## src/rtl/reorder_buffer.sv

```systemverilog
// In-order-commit reorder buffer: out-of-order CDB writeback, operand forwarding, mispredict flush, exit halt.
// Optional feature: define ROB_WB_BYPASS_EN to let a head writeback commit in the same cycle.
module reorder_buffer #(
  parameter int DEPTH = 16,
  parameter int ID_W  = 4,
  parameter int REG_W = 5
) (
  input  logic             clk_in,
  input  logic             rst_in,
  input  logic             rdy_in,
  input  logic             alloc_valid,
  output logic             alloc_ready,
  input  logic [5:0]       alloc_op,
  input  logic [REG_W-1:0] alloc_dest,
  input  logic [31:0]      alloc_pc,
  output logic [ID_W-1:0]  alloc_id,
  input  logic             wb_valid,
  input  logic [ID_W-1:0]  wb_id,
  input  logic [31:0]      wb_value,
  input  logic             wb_mispredict,
  input  logic [31:0]      wb_target,
  input  logic [ID_W-1:0]  q1_id,
  input  logic [ID_W-1:0]  q2_id,
  output logic             q1_ready,
  output logic             q2_ready,
  output logic [31:0]      q1_value,
  output logic [31:0]      q2_value,
  output logic             commit_valid,
  input  logic             commit_ready,
  output logic [ID_W-1:0]  commit_id,
  output logic [REG_W-1:0] commit_dest,
  output logic [31:0]      commit_value,
  output logic [5:0]       commit_op,
  output logic             flush_valid,
  output logic [31:0]      flush_pc,
  output logic             halt_out,
  output logic [ID_W:0]    count
);
  localparam logic [1:0] ST_FREE   = 2'd0;
  localparam logic [1:0] ST_ISSUED = 2'd1;
  localparam logic [1:0] ST_READY  = 2'd2;
  localparam logic [5:0] OP_EXIT   = 6'd39;

  logic [1:0]       state_q [DEPTH];
  logic [1:0]       state_d [DEPTH];
  logic [ID_W-1:0]  head_q, head_d, tail_q, tail_d;
  logic [ID_W:0]    count_q, count_d;
  logic             halt_q, halt_d;

  logic [5:0]       op_q     [DEPTH];
  logic [REG_W-1:0] dest_q   [DEPTH];
  logic [31:0]      value_q  [DEPTH];
  logic [31:0]      target_q [DEPTH];
  logic             misp_q   [DEPTH];

  logic full, alloc_fire, wb_hit, head_ready, bypass_hit, commit_fire, head_misp;
  logic [31:0] head_value, head_target;

  // The pc is carried by the issue stage but nothing downstream of the ROB consumes it.
  logic unused_pc;
  assign unused_pc = ^alloc_pc;

  assign full        = (count_q == (ID_W+1)'(DEPTH));
  assign alloc_ready = !full && rdy_in;
  assign alloc_fire  = alloc_valid && alloc_ready;
  assign wb_hit      = wb_valid && rdy_in && (state_q[wb_id] == ST_ISSUED);
  assign head_ready  = (state_q[head_q] == ST_READY);

`ifdef ROB_WB_BYPASS_EN
  assign bypass_hit = wb_hit && (wb_id == head_q);
`else
  assign bypass_hit = 1'b0;
`endif

  assign head_value  = bypass_hit ? wb_value      : value_q[head_q];
  assign head_misp   = bypass_hit ? wb_mispredict : misp_q[head_q];
  assign head_target = bypass_hit ? wb_target     : target_q[head_q];

  assign commit_valid = (head_ready || bypass_hit) && !halt_q && rdy_in;
  assign commit_fire  = commit_valid && commit_ready;
  assign commit_id    = commit_valid ? head_q : '0;
  assign commit_dest  = commit_valid ? dest_q[head_q] : '0;
  assign commit_value = commit_valid ? head_value : 32'h0;
  assign commit_op    = commit_valid ? op_q[head_q] : 6'h0;
  assign flush_valid  = commit_fire && head_misp;
  assign flush_pc     = flush_valid ? head_target : 32'h0;

  assign halt_out = halt_q;
  assign count    = count_q;
  assign alloc_id = tail_q;

  logic [ID_W-1:0] q_id  [2];
  logic            q_rdy [2];
  logic [31:0]     q_val [2];
  assign q_id[0] = q1_id;
  assign q_id[1] = q2_id;

  // A result on the CDB is visible to queries before it lands in the entry.
  for (genvar gi = 0; gi < 2; gi++) begin : g_query
    logic fwd;
    assign fwd       = wb_valid && (wb_id == q_id[gi]);
    assign q_rdy[gi] = fwd || (state_q[q_id[gi]] == ST_READY);
    assign q_val[gi] = fwd ? wb_value :
                       ((state_q[q_id[gi]] == ST_READY) ? value_q[q_id[gi]] : 32'h0);
  end
  assign q1_ready = q_rdy[0];
  assign q2_ready = q_rdy[1];
  assign q1_value = q_val[0];
  assign q2_value = q_val[1];

  always_comb begin
    state_d = state_q;
    head_d  = head_q;
    tail_d  = tail_q;
    halt_d  = halt_q;
    if (wb_hit) state_d[wb_id] = ST_READY;
    if (alloc_fire) begin
      state_d[tail_q] = ST_ISSUED;
      tail_d          = tail_q + ID_W'(1);
    end
    if (commit_fire) begin
      state_d[head_q] = ST_FREE;
      head_d          = head_q + ID_W'(1);
      if (op_q[head_q] == OP_EXIT) halt_d = 1'b1;
    end
    count_d = count_q + (ID_W+1)'(alloc_fire) - (ID_W+1)'(commit_fire);
    // Mispredict squashes everything younger, including this cycle's alloc and writeback.
    if (flush_valid) begin
      for (int i = 0; i < DEPTH; i++) state_d[i] = ST_FREE;
      head_d  = '0;
      tail_d  = '0;
      count_d = '0;
    end
  end

  always_ff @(posedge clk_in or negedge rst_in) begin
    if (!rst_in) begin
      for (int i = 0; i < DEPTH; i++) state_q[i] <= ST_FREE;
      head_q  <= '0;
      tail_q  <= '0;
      count_q <= '0;
      halt_q  <= 1'b0;
    end else begin
      state_q <= state_d;
      head_q  <= head_d;
      tail_q  <= tail_d;
      count_q <= count_d;
      halt_q  <= halt_d;
    end
  end

  // Payload is only observed while its entry is live, so it needs no reset.
  always_ff @(posedge clk_in) begin
    if (alloc_fire) begin
      op_q[tail_q]   <= alloc_op;
      dest_q[tail_q] <= alloc_dest;
      misp_q[tail_q] <= 1'b0;
    end
    if (wb_hit) begin
      value_q[wb_id]  <= wb_value;
      misp_q[wb_id]   <= wb_mispredict;
      target_q[wb_id] <= wb_target;
    end
  end
endmodule

```

## config.mk

```make
export PLATFORM = sky130hd
export DESIGN_NAME = reorder_buffer
export DESIGN_NICKNAME = d
export VERILOG_FILES = /design/src/rtl/reorder_buffer.sv
export SDC_FILE = /design/constraint.sdc
export NUM_CORES = 2
export LEC_CHECK = 0
export ABC_CLOCK_PERIOD_IN_PS = 6700
export CAP_MARGIN = 20
export CELL_PAD_IN_SITES_DETAIL_PLACEMENT = 2
export CELL_PAD_IN_SITES_GLOBAL_PLACEMENT = 2
export CORE_ASPECT_RATIO = 0.7
export CORE_MARGIN = 5
export CORE_UTILIZATION = 43
export DETAILED_ROUTE_END_ITERATION = 10
export PLACE_DENSITY_LB_ADDON = 0.1
export SYNTH_ARGS = -nofsm -noshare
export SYNTH_HDL_FRONTEND = slang
export SYNTH_SLANG_ARGS = --single-unit
```

## constraint.sdc

```tcl
create_clock -name clk_in -period 6.7 [get_ports clk_in]
set_input_delay 1.005 -clock clk_in [delete_from_list [all_inputs] [get_ports clk_in]]
set_output_delay 1.005 -clock clk_in [all_outputs]
set_load 0.005 [all_outputs]
```

==> results.json <==
{
  "criticalPathCategory": "reg -> out",
  "slew_headroom_pct": 24.30,
  "stdcell_count": 4988,
  "hold_viol": 0,
  "floorplan.rows": 113,
  "p_leak_nw": 21.29,
  "ctsResizeCount": 0,
  "layout-drive-gt1-share_pct": 32.40,
  "dieArea_um2": 143300,
  "critPathArrivalTime_ps": 4850,
  "cts_tree": "yes",
  "synth_ff_type": "edfxtp_1",
  "grt_pass1_wl_mm": 266.6,
  "htree_levels": 4,
  "grt_max_degree": 129,
  "cts.root.buffer_cell": "clkbuf_16",
  "dp.cells": 4757,
  "seq_area_frac_synth_pct": 64.54,
  "synth_cell_types": 67,
  "io_buffer_count": 251,
  "dieWidth_um": 450.3,
  "layout.nets": 3250,
  "clk-insertion-delay-late_ps": 780,
  "cts_sinks": 1262,
  "area_growth_pct": 15.48,
  "overflow": 0,
  "hold_class": "in -> async",
  "synth_top_area_share_pct": 62.57,
  "period_needed_ps": 5851,
  "end_kind": "primary output",
  "io_pins": 284,
  "fin_crit_sh_pct": 87.32,
  "routedWlPerCell_um": 36.88,
  "ys_ff_latch": 1262,
  "rsz0062_at_grt": "no",
  "max_cap_violations": 0,
  "pre_cts_slack_ps": 1358,
  "fin_tns_setup_ps": 0,
  "reg2reg_from": "head_q[1]",
  "async_flop_share_pct": 3.645,
  "core_um2": 135300,
  "cp-startpoint": "head_q[1]",
  "nFillCells": 11617,
  "worstMarginPinSlew_ps": 1134,
  "post-cts-setup-buffers": 0,
  "synth_edf_count": 1216,
  "postCtsHoldBufs": 0,
  "synth_area_leaders": "edfxtp_1 63%, mux4_2 28%, dfrtp_1 2.0%",
  "cts.path.max_buffers": 3,
  "placed_area_um2": 63290,
  "p_per_area_nw_per_um2": 331.5,
  "drc": 0,
  "yosys_warnings": 0,
  "numCtsBuffers": 131,
  "dr.pass1.iters": 5,
  "grt_pass1_vias": 35132,
  "antenna_found_initial": 8,
  "drt-total-wl_mm": 184.0,
  "path_clk_slew_ps": 60,
  "hpwl_mm": 104.6,
  "finalSetupViolations": 0,
  "crit_fanout": 128,
  "synth_top_area_cell": "edfxtp_1",
  "grt_usage_pct": 25.78,
  "avgSynthCellArea_um2": 20.45,
  "vias": 32186,
  "utilization_pct": 49.81,
  "start_kind": "flop",
  "drtIter0Drc": 3524,
  "status": "completed",
  "final_area_um2": 67400,
  "viasPerCell": 6.453,
  "peakVddDrop_mv": 0.2903,
  "ant_nets": 0,
  "slew_viol_final": 0,
  "die_h_um": 318.2,
  "clock_skew_ps": 31.23,
  "start_util_pct": 43.13,
  "place.gp.congestion": 0.8538,
  "syn_area_um2": 58360,
  "fin_ws_ps": 849.4,
  "synthCells": 2854,
  "synth_nets": 2995,
  "fmax_ghz": 0.1709,
  "crit_required_ps": 5690
}
registers in the layout, summed over array words and instances, names as in the netlist:
| signal | cells |
|---|---|
| op_q | 96 |
| target_q | 512 |
| head_q | 4 |
| count | 5 |
| misp_q | 16 |
| value_q | 512 |
| halt_out | 1 |
| state_q | 32 |
| alloc_id | 4 |
| dest_q | 80 |
logic make-up (layout without fill, tap and decap cells):
kind of cell	after synthesis	after routing	synth area share, %
buffers and inverters	317	667	2.302
AOI/OAI and AO/OA	181	181	2.015
and+or+nand+nor	339	339	2.823
xor gates and xnor gates	14	14	0.2101
adders and majority gates	15	15	0.3344
other	0	2	0
muxes	726	726	27.78
DFF	1262	1262	64.54
worst max-delay path, stage by stage, from the launching register on:
cell and delay [ps]:
dfrtp_4 910, buf_12 600, buf_4 710, mux4_2 440, mux4_2 500, and2_1 210, clkdlybuf4s50_1 450
cell type report:
type | instances | area, um^2 | share of cell area, %
Antenna cell | 2 | 5.005 | 0.007426
Timing Repair Buffer | 336 | 3488 | 5.176
Clock buffer | 166 | 3525 | 5.230
Clock inverter | 62 | 566.8 | 0.8410
Sequential cell | 1262 | 37680 | 55.90
Tap cell | 1782 | 2230 | 3.308
Multi-Input combinational cell | 1275 | 19500 | 28.94
Inverter | 103 | 401.6 | 0.5959
per-layer routing:
layer	track usage [%]	share of wire [%]
met4	6.805	2.2
met5	0	0.012
met1	36.19	42
met3	4.031	6.1
met2	42.54	50
metrics by stage:
stage / hold slack (ps) / total power [mW]
6_report: 359.6 / 22.34
5_1_grt: 395.1 / 23.26
4_1_cts: 329.5 / 22.60
3_5_place_dp: 598.5 / 15.36
3_3_place_gp: 571.9 / 15.20
2_1_floorplan: 485.0 / 13.22
cell usage after synthesis, drive strengths merged (2+ instances only):
cell	number
nor3	19
nand3b	2
mux2i	4
nand3	9
a21o	3
a41oi	2
ha	14
o22ai	6
o21ai	72
dfrtp	46
a32oi	4
or4	4
xnor2	4
a21oi	15
nand2	129
buf	122
a31oi	17
nor4	3
inv	102
nor2b	44
nand2b	21
or3	4
nor2	59
mux4	714
mux2	8
and3	2
nand4	2
or2	3
a211oi	12
a2bb2oi	11
o21bai	2
a21bo	2
a31o	3
clkbuf	92
o31a	3
a22oi	7
a22o	10
xor2	10
nor3b	2
edfxtp	1216
and2	35
power breakdown:
part / internal, mW / switching (mW) / total, mW
clock network: 4.04 / 3.16 / 7.20
registers: 8.89 / 0.361 / 9.25
logic: 2.91 / 2.97 / 5.89
total: 15.8 / 6.49 / 22.3
worst paths after layout:
| kind | to | slack, ps | depth (start not counted) |
|---|---|---|---|
| hold / removal | count[4] | 360 | 2 |
| setup / recovery | flush_pc[1] | 850 | 6 |
| hold reg to reg | state_q[12] | 610 | 2 |
| setup reg to reg | count[4] | 2700 | 14 |
| min in group clk_in | state_q[12] | 610 | 2 |
| max in group asynchronous | head_q[2] | 5790 | 2 |
placed cells by master, fill, tap and decap left out, drive strengths merged, types with 15 or more instances in the layout:
cell type,instances
clkdlybuf4s50,242
o21ai,72
and2,35
a21oi,15
nand2b,21
a31oi,17
inv,111
nor2b,44
clkinv,43
nor3,19
nand2,129
edfxtp,1216
mux4,714
clkbuf,166
nor2,59
buf,94
dfrtp,46
Note: power is estimated with default switching activity, not from simulation.
